--- src/rtl/simm_refresh_arbiter.sv ---
// SIMM RAS/CAS owner: arbitrates CPU cycles against periodic CAS-before-RAS refresh; SIMM_REFRESH_STATS_EN adds refresh_count.
// Latency: cpu_grant is combinational from cpu_cs in IDLE/CPU; strobes decode directly from the state register.
// Backpressure: cpu_hold stretches the CPU cycle while refresh owns the SIMM; ticks queue up to PENDING_MAX.
module simm_refresh_arbiter #(
  parameter int unsigned REFRESH_INTERVAL = 312,
  parameter int unsigned RAS_CYCLES       = 3,
  parameter int unsigned PRECHARGE_CYCLES = 2,
  parameter int unsigned PENDING_MAX      = 4
) (
  input  logic        clock,
  input  logic        n_reset,
  input  logic        cpu_cs,
  input  logic        overrun_clear,
  output logic        cpu_grant,
  output logic        cpu_hold,
  output logic [3:0]  refresh_ras,
  output logic [3:0]  refresh_cas,
  output logic        refresh_busy,
  output logic [2:0]  pending,
  output logic        overrun
`ifdef SIMM_REFRESH_STATS_EN
  ,
  output logic [15:0] refresh_count
`endif
);

  localparam logic [15:0] PRESCALE_RELOAD = 16'(REFRESH_INTERVAL - 1);
  localparam logic [3:0]  RAS_LOAD        = 4'(RAS_CYCLES - 1);
  localparam logic [3:0]  PRE_LOAD        = 4'(PRECHARGE_CYCLES - 1);
  localparam logic [2:0]  PEND_MAX        = 3'(PENDING_MAX);

  typedef enum logic [2:0] {
    ST_IDLE,
    ST_CPU,
    ST_CAS,
    ST_RAS,
    ST_PRE
  } state_e;

  state_e      state_q, state_d;
  logic [15:0] prescaler_q, prescaler_d;
  logic [2:0]  pending_q, pending_d;
  logic        overrun_q, overrun_d;
  logic [3:0]  dwell_q, dwell_d;
  logic        tick;
  logic        ras_done;
  logic        urgent;

  always_comb begin
    tick        = (prescaler_q == 16'd0);
    prescaler_d = tick ? PRESCALE_RELOAD : prescaler_q - 16'd1;
  end

  assign urgent = (pending_q == PEND_MAX);

  // A tick and a completed CBR in the same cycle cancel; a set always beats overrun_clear.
  always_comb begin
    pending_d = pending_q;
    overrun_d = overrun_q;
    if (overrun_clear) begin
      overrun_d = 1'b0;
    end
    if (tick && !ras_done) begin
      if (urgent) begin
        overrun_d = 1'b1;
      end else begin
        pending_d = pending_q + 3'd1;
      end
    end else if (!tick && ras_done) begin
      pending_d = pending_q - 3'd1;
    end
  end

  always_comb begin
    state_d      = state_q;
    dwell_d      = dwell_q;
    cpu_grant    = 1'b0;
    refresh_ras  = 4'h0;
    refresh_cas  = 4'h0;
    refresh_busy = 1'b0;
    ras_done     = 1'b0;
    unique case (state_q)
      ST_IDLE: begin
        if (cpu_cs && !urgent) begin
          cpu_grant = 1'b1;
          state_d   = ST_CPU;
        end else if (pending_q != 3'd0) begin
          state_d = ST_CAS;
        end
      end
      ST_CPU: begin
        if (cpu_cs) begin
          cpu_grant = 1'b1;
        end else begin
          state_d = ST_IDLE;
        end
      end
      ST_CAS: begin
        refresh_cas  = 4'hF;
        refresh_busy = 1'b1;
        state_d      = ST_RAS;
        dwell_d      = RAS_LOAD;
      end
      ST_RAS: begin
        refresh_ras  = 4'hF;
        refresh_cas  = 4'hF;
        refresh_busy = 1'b1;
        if (dwell_q == 4'd0) begin
          ras_done = 1'b1;
          state_d  = ST_PRE;
          dwell_d  = PRE_LOAD;
        end else begin
          dwell_d = dwell_q - 4'd1;
        end
      end
      ST_PRE: begin
        refresh_busy = 1'b1;
        if (dwell_q == 4'd0) begin
          state_d = ST_IDLE;
        end else begin
          dwell_d = dwell_q - 4'd1;
        end
      end
      default: begin
        state_d = ST_IDLE;
      end
    endcase
  end

  assign cpu_hold = cpu_cs & ~cpu_grant;
  assign pending  = pending_q;
  assign overrun  = overrun_q;

  always_ff @(posedge clock or negedge n_reset) begin
    if (!n_reset) begin
      state_q     <= ST_IDLE;
      prescaler_q <= PRESCALE_RELOAD;
      pending_q   <= 3'd0;
      overrun_q   <= 1'b0;
      dwell_q     <= 4'd0;
    end else begin
      state_q     <= state_d;
      prescaler_q <= prescaler_d;
      pending_q   <= pending_d;
      overrun_q   <= overrun_d;
      dwell_q     <= dwell_d;
    end
  end

`ifdef SIMM_REFRESH_STATS_EN
  logic [15:0] refresh_count_q, refresh_count_d;

  always_comb begin
    refresh_count_d = ras_done ? refresh_count_q + 16'd1 : refresh_count_q;
  end

  always_ff @(posedge clock or negedge n_reset) begin
    if (!n_reset) begin
      refresh_count_q <= 16'd0;
    end else begin
      refresh_count_q <= refresh_count_d;
    end
  end

  assign refresh_count = refresh_count_q;
`endif

endmodule

--- config.mk ---
export PLATFORM = sky130hd
export DESIGN_NAME = simm_refresh_arbiter
export DESIGN_NICKNAME = d
export VERILOG_FILES = /design/src/rtl/simm_refresh_arbiter.sv
export SDC_FILE = /design/constraint.sdc
export NUM_CORES = 1
export LEC_CHECK = 0
export CAP_MARGIN = 20
export CORE_MARGIN = 1.5
export CORE_UTILIZATION = 44
export DETAILED_ROUTE_END_ITERATION = 10
export DONT_BUFFER_PORTS = 1
export SLEW_MARGIN = 0
export SYNTH_ARGS = -nofsm -noshare
export SYNTH_HDL_FRONTEND = slang
export SYNTH_SLANG_ARGS = --single-unit
--- constraint.sdc ---
create_clock -name clock -period 3 [get_ports clock]
set_input_delay 0.6 -clock clock [delete_from_list [all_inputs] [get_ports clock]]
set_output_delay 0.6 -clock clock [all_outputs]
set_load 0.05 [all_outputs]
=== Word-level counts from Yosys, hierarchy flattened ===
Cells that the tools add are included.

* Flip-flop bits (word level): 27
* Input bits: 4

* $add $sub $neg: 4
* Eq/ne operators: 11
* Mux-type cells: 24
* Bitwise operators: 2
* Reductions and logical operators: 17

{| class="wikitable"
|+ Operator list
! kind !! number
|-
| $mux W3 || 8
|-
| $logic_not A16 Y1 || 1
|-
| $mux W16 || 1
|-
| $mux W4 || 4
|-
| $sub A16 B1 Y16 const B || 1
|-
| $pmux W3 S5 || 1
|-
| $pmux W4 S3 || 1
|-
| $ne A2 B2 Y1 const B || 5
|-
| $mux W1 || 8
|-
| $eq A3 B2 Y1 const B || 2
|-
| $eq A3 B3 Y1 const B || 2
|-
| $reduce_bool A3 Y1 || 2
|-
| $logic_not A4 Y1 || 1
|-
| $reduce_and A2 Y1 || 2
|-
| $reduce_and A4 Y1 || 1
|-
| $sub A4 B1 Y4 const B || 1
|-
| $add A3 B1 Y3 const B || 1
|-
| $eq A3 B1 Y1 const B || 1
|-
| $logic_and A1 B1 Y1 || 3
|-
| $logic_not A1 Y1 || 3
|-
| $logic_not A3 Y1 || 1
|-
| $ne A3 B3 Y1 const B || 1
|-
| $reduce_or A3 Y1 || 1
|-
| $sub A3 B1 Y3 const B || 1
|-
| other kinds (5) || 5
|}

=== Longest topological paths before layout ===
* Word-level depth: 7
* Mapped depth: 11
* Gate-level depth less buffers: 10

=== Worst setup path after synthesis ===
No wires, ideal clock.

* Kind: reg-to-output
* From: register pending_q[1] (netlist: pending[1])
* To: output port cpu_grant
* Arrival: 2091 ps
* Required time: 2400 ps
* Slack: 309 ps
* Stages on the path, launching flop included: 4
* Buffers on the path: 0
* Cell sequence: dfrtp_1 > or3b_1 > o21ai_1 > nor3_1

* Cells in the longest elaborated chain, start to end: 5

{| class="wikitable"
|+ Ends and longest elaborated chain
! item !! RTL line !! source
|-
| from (decl) || 42 || <nowiki>logic [2:0] pending_q, pending_d;</nowiki>
|-
| from (signal assigned) || 144 || <nowiki>pending_q <= pending_d;</nowiki>
|-
| $eq A3 B3 Y1 || 54 || <nowiki>assign urgent = (pending_q == PEND_MAX);</nowiki>
|-
| $logic_not A1 Y1 || 84 || <nowiki>if (cpu_cs && !urgent) begin</nowiki>
|-
| $logic_and A1 B1 Y1 || 84 ||
|-
| $mux W1 || 84 ||
|-
| $pmux W1 S2 || 82 || <nowiki>unique case (state_q)</nowiki>
|-
| to (decl) || 14 || <nowiki>output logic cpu_grant,</nowiki>
|}

Every way passes these cells.

=== Worst setup path after layout ===
* From: register dwell_q[0]
* To: register pending_q[2] (netlist: pending[2])

* Cells in the longest elaborated chain, start to end: 7
* Elaborated cells between the ends (all ways): 10

{| class="wikitable"
|+ Ends and longest elaborated chain
! item !! RTL line !! source
|-
| from (decl) || 44 || <nowiki>logic [3:0] dwell_q, dwell_d;</nowiki>
|-
| from (signal assigned) || 146 || <nowiki>dwell_q <= dwell_d;</nowiki>
|-
| $logic_not A4 Y1 * || 108 || <nowiki>if (dwell_q == 4'd0) begin</nowiki>
|-
| $mux W1 * || 108 ||
|-
| $mux W1 * || 82 ||
|-
| $logic_not A1 Y1 || 63 || <nowiki>if (tick && !ras_done) begin</nowiki>
|-
| $logic_and A1 B1 Y1 || 63 ||
|-
| $ne A2 B2 Y1 (no line) / $reduce_bool A2 Y1 (equally long branches) || n/a ||
|-
| $reduce_and A2 Y1 (no line) || n/a ||
|}

Every way passes the cells marked *; elsewhere a longest branch is shown, timed or not.
A chain may end at the register's enable or synchronous reset.

==> flow_metrics.env <==
export IMPL_cts_sinks=27
export IMPL_start_util_pct=47.33
export IMPL_fin_crit_ns=2.651
export IMPL_finalCritPeriodShare_pct=88.37
export IMPL_cts_tree="built"
export IMPL_synth_enable_flop_cells=0
export IMPL_async_reset_ff_share_pct=100.0
export IMPL_cts_resized=0
export IMPL_power_frac_comb_pct=2.5
export IMPL_reg2reg_to="pending[2]"
export IMPL_setup_viol=0
export IMPL_cp_end_kind="register"
export IMPL_worst_hold_path_type="in2async"
export IMPL_antenna_found_initial=0
export IMPL_nets=180
export IMPL_cp_depth=10
export IMPL_critPathCapture="pending[2]"
export IMPL_synth_area_top_cells="dfrtp_1 (32%), dfstp_2 (9.7%), xor2_1 (4.3%), ha_1 (3.8%), buf_4 (3.7%)"
export IMPL_grt_pass1_wl_mm=5.582
export IMPL_cpLargestDelayFamily="simple AND/OR/NAND/NOR gates"
export IMPL_fin_tns_setup_ns=0
export IMPL_fin_hold_ws_ns=0.1315
export IMPL_p_clk_share_pct=34.1
export IMPL_grtUsageTotal_pct=16.88
export IMPL_n_fill_cell=323
export IMPL_fin_worst_skew_ns=0.002976
export IMPL_r2r_start="dwell_q[0]"
export IMPL_drt_vias_per_instance=5.870
export IMPL_yosysTopAreaCell="dfrtp_1"
export IMPL_dieArea_sq_um=4076
export IMPL_cts_inserted_buffers=3
export IMPL_wl_per_cell_um=14.32
export IMPL_final_max_slew_viol_count=0
export IMPL_ant_nets=0
export IMPL_timing_reg2reg_worst_path_depth=10
export IMPL_ir_drop_mv=0.1619
export IMPL_drc=0
export IMPL_cpPeakStageDelay_ns=0.48
export IMPL_grt_pass1_vias=1279
export IMPL_cp_start_kind="register"
export IMPL_firstDrtPassIters=4
export IMPL_synth_area_per_cell_sq_um=9.527
export IMPL_place_hpwl_mm=2.193
export IMPL_synth_seq_cells=27
export IMPL_routabilityCongestion=0.7401
export IMPL_grt_max_degree=28
export IMPL_num_io_pins=19
export IMPL_worst_path_max_delay_cell="nor3b_2"
export IMPL_core_region_area_sq_um=3442
export IMPL_layout_drive_gt1_share_pct=16.47
export IMPL_arrival_ns=2.82
export IMPL_syn_inst=171
export IMPL_die_y_um=63.85
export IMPL_p_int_uw=464.8
export IMPL_status="finished, final reports clean"
export IMPL_max_cap_viol_count=0
export IMPL_criticalPathCategory="reg2reg"
export IMPL_area_growth_pct=6.145
export IMPL_num_rows=21
export IMPL_htreeDepth=1
export IMPL_grt_ovfl_total=0
export IMPL_timing_fmax_ghz=0.3772
export IMPL_die_x_um=63.85
export IMPL_numPortBuffers=0
export IMPL_dr_first_iter_drc_count=48
export IMPL_yosysMostFrequentCell="dfrtp_1"
export IMPL_p_leak_nw=0.7647
export IMPL_synth_top_area_share_pct=32.26
export IMPL_netlist_area_sq_um=1629
export IMPL_cp_buffers_inverters=1
export IMPL_diodes=0
export IMPL_synth_warnings=0
export IMPL_crit_chain="inv_1, ha_1, nor3b_2, nand2_1, nand2_1, xor2_1, ha_1, or2_2, o31a_1, o32ai_1"
export IMPL_slew_headroom_pct=60.72
export IMPL_clock_latency_ns=0.26
export IMPL_powerDensity_nw_per_um2=334.8
export IMPL_cts_root_buf="clkbuf_8"
export IMPL_clockBufferDepth=2
export IMPL_vias=1268
export IMPL_wl_mm=3.093
export IMPL_cp_required_ns=3.17
export IMPL_synth_common_cells="dfrtp_1 (21), nand2_1 (14), nor2_1 (14)"
export IMPL_seqPwrFrac_pct=63.4
export IMPL_r2r_slack_ns=0.35
export IMPL_clk_pin_slew_ns=0.09
export IMPL_hold_viol_final=0
export IMPL_swShare_pct=19.70
export IMPL_netSwitchingPower_uw=114.0
export IMPL_seq_area_frac_synth_pct=41.94
export IMPL_synth_fp_nets=180
export IMPL_cp_max_fo=9
export IMPL_rsz0062_at_grt="no"
export IMPL_synth_main_ff_cell="dfrtp_1"
export IMPL_synth_cell_types=50
export IMPL_worstSetupStartpoint="dwell_q[0]"
export IMPL_tightest_slew_ns=0.5892
==> power by group through the flow <==
stage	clock network [mW]	logic (mW)	registers, mW
final	0.197	0.0147	0.367
after global routing	0.229	0.0165	0.368
after CTS	0.213	0.00649	0.367
after detailed placement	0	0.00646	0.374
after global placement	0	0.00643	0.374
after floorplan	0	0.00674	0.372
==> stage by stage <==
| stage | area, sq um | power, mW | util [%] | setup WS (ns) | cells |
|---|---|---|---|---|---|
| after floorplan | 1629 | 0.3789 | - | 0.3088 | 171 |
| after global placement | 1664 | 0.3804 | 48.35 | 0.5310 | 211 |
| after detailed placement | 1664 | 0.3804 | 48.35 | 0.3845 | 211 |
| after CTS | 1709 | 0.5863 | 49.65 | 0.3497 | 215 |
| after global routing | 1729 | 0.6132 | 50.24 | 0.09252 | 216 |
| final | 1729 | 0.5789 | 50.24 | 0.3488 | 216 |
==> sequential cells by signal (all words and copies together), names as in the netlist <==
register,flops
dwell_q,4
overrun,1
pending,3
prescaler_q,16
state_q,3
==> how the worst min path moves through the flow <==
stage / start / to / slack (ns) / cells after the start
finish: n_reset / prescaler_q[3] / 0.13 / 1
global route: n_reset / pending[1] / 0.12 / 1
CTS: n_reset / prescaler_q[3] / 0.004 / 0
detailed placement: n_reset / prescaler_q[3] / 0.31 / 0
global placement: n_reset / prescaler_q[3] / 0.31 / 0
floorplan: n_reset / dwell_q[0] / 0.30 / 0
==> layout by cell type, fill, tap and decap left out, drive strengths merged, types with 6 or more instances in the layout <==
cell   count
dfrtp     21
nand2     14
nor2      14
o21ai     14
a21oi      9
xor2       8
inv        8
buf        7
dfstp      6
==> kinds of logic (layout without fill, tap and decap cells) <==
logic type | count (synthesis) | after routing | synth area share (%)
and+or+nand+nor | 63 | 63 | 23.81
DFF | 27 | 27 | 41.94
xor gates and xnor gates | 9 | 9 | 4.839
muxes | 3 | 3 | 2.227
buffers and inverters | 20 | 19 | 6.452
AOI/OAI and AO/OA | 44 | 44 | 16.90
adders and majority gates | 5 | 5 | 3.840
==> what timing repair did <==
| item | in CTS | in global routing |
|---|---|---|
| hold endpoints to repair | 0 | 21 |
| hold buffers | 0 | 1 |
| setup buffers | 0 | 0 |
==> area by class of cell <==
type,count,area (sq um),area share (%)
timing repair buffer,7,65.06,3.763
tap,46,57.56,3.329
sequential,27,683.2,39.51
multi-input combinational,124,848.3,49.06
inverter,8,30.03,1.737
clock buffer,4,45.04,2.605
==> routing by layer <==
metal	vias up	global-route usage, %	part of all wire [%]
li1	622	-	-
met3	2	2.289	3.0
met4	0	6.250	0.65
met2	20	29.04	50
met1	624	21.46	47
met5	-	0	0
==> worst register-to-register path: stages, from the launching register on <==
cell     delay, ns
dfrtp_1       0.42
inv_1         0.11
ha_1          0.16
nor3b_2       0.48
nand2_1       0.27
nand2_1       0.17
xor2_1        0.08
ha_1          0.22
or2_2         0.30
o31a_1        0.24
o32ai_1       0.12
Note: power is estimated with default switching activity, not from simulation.
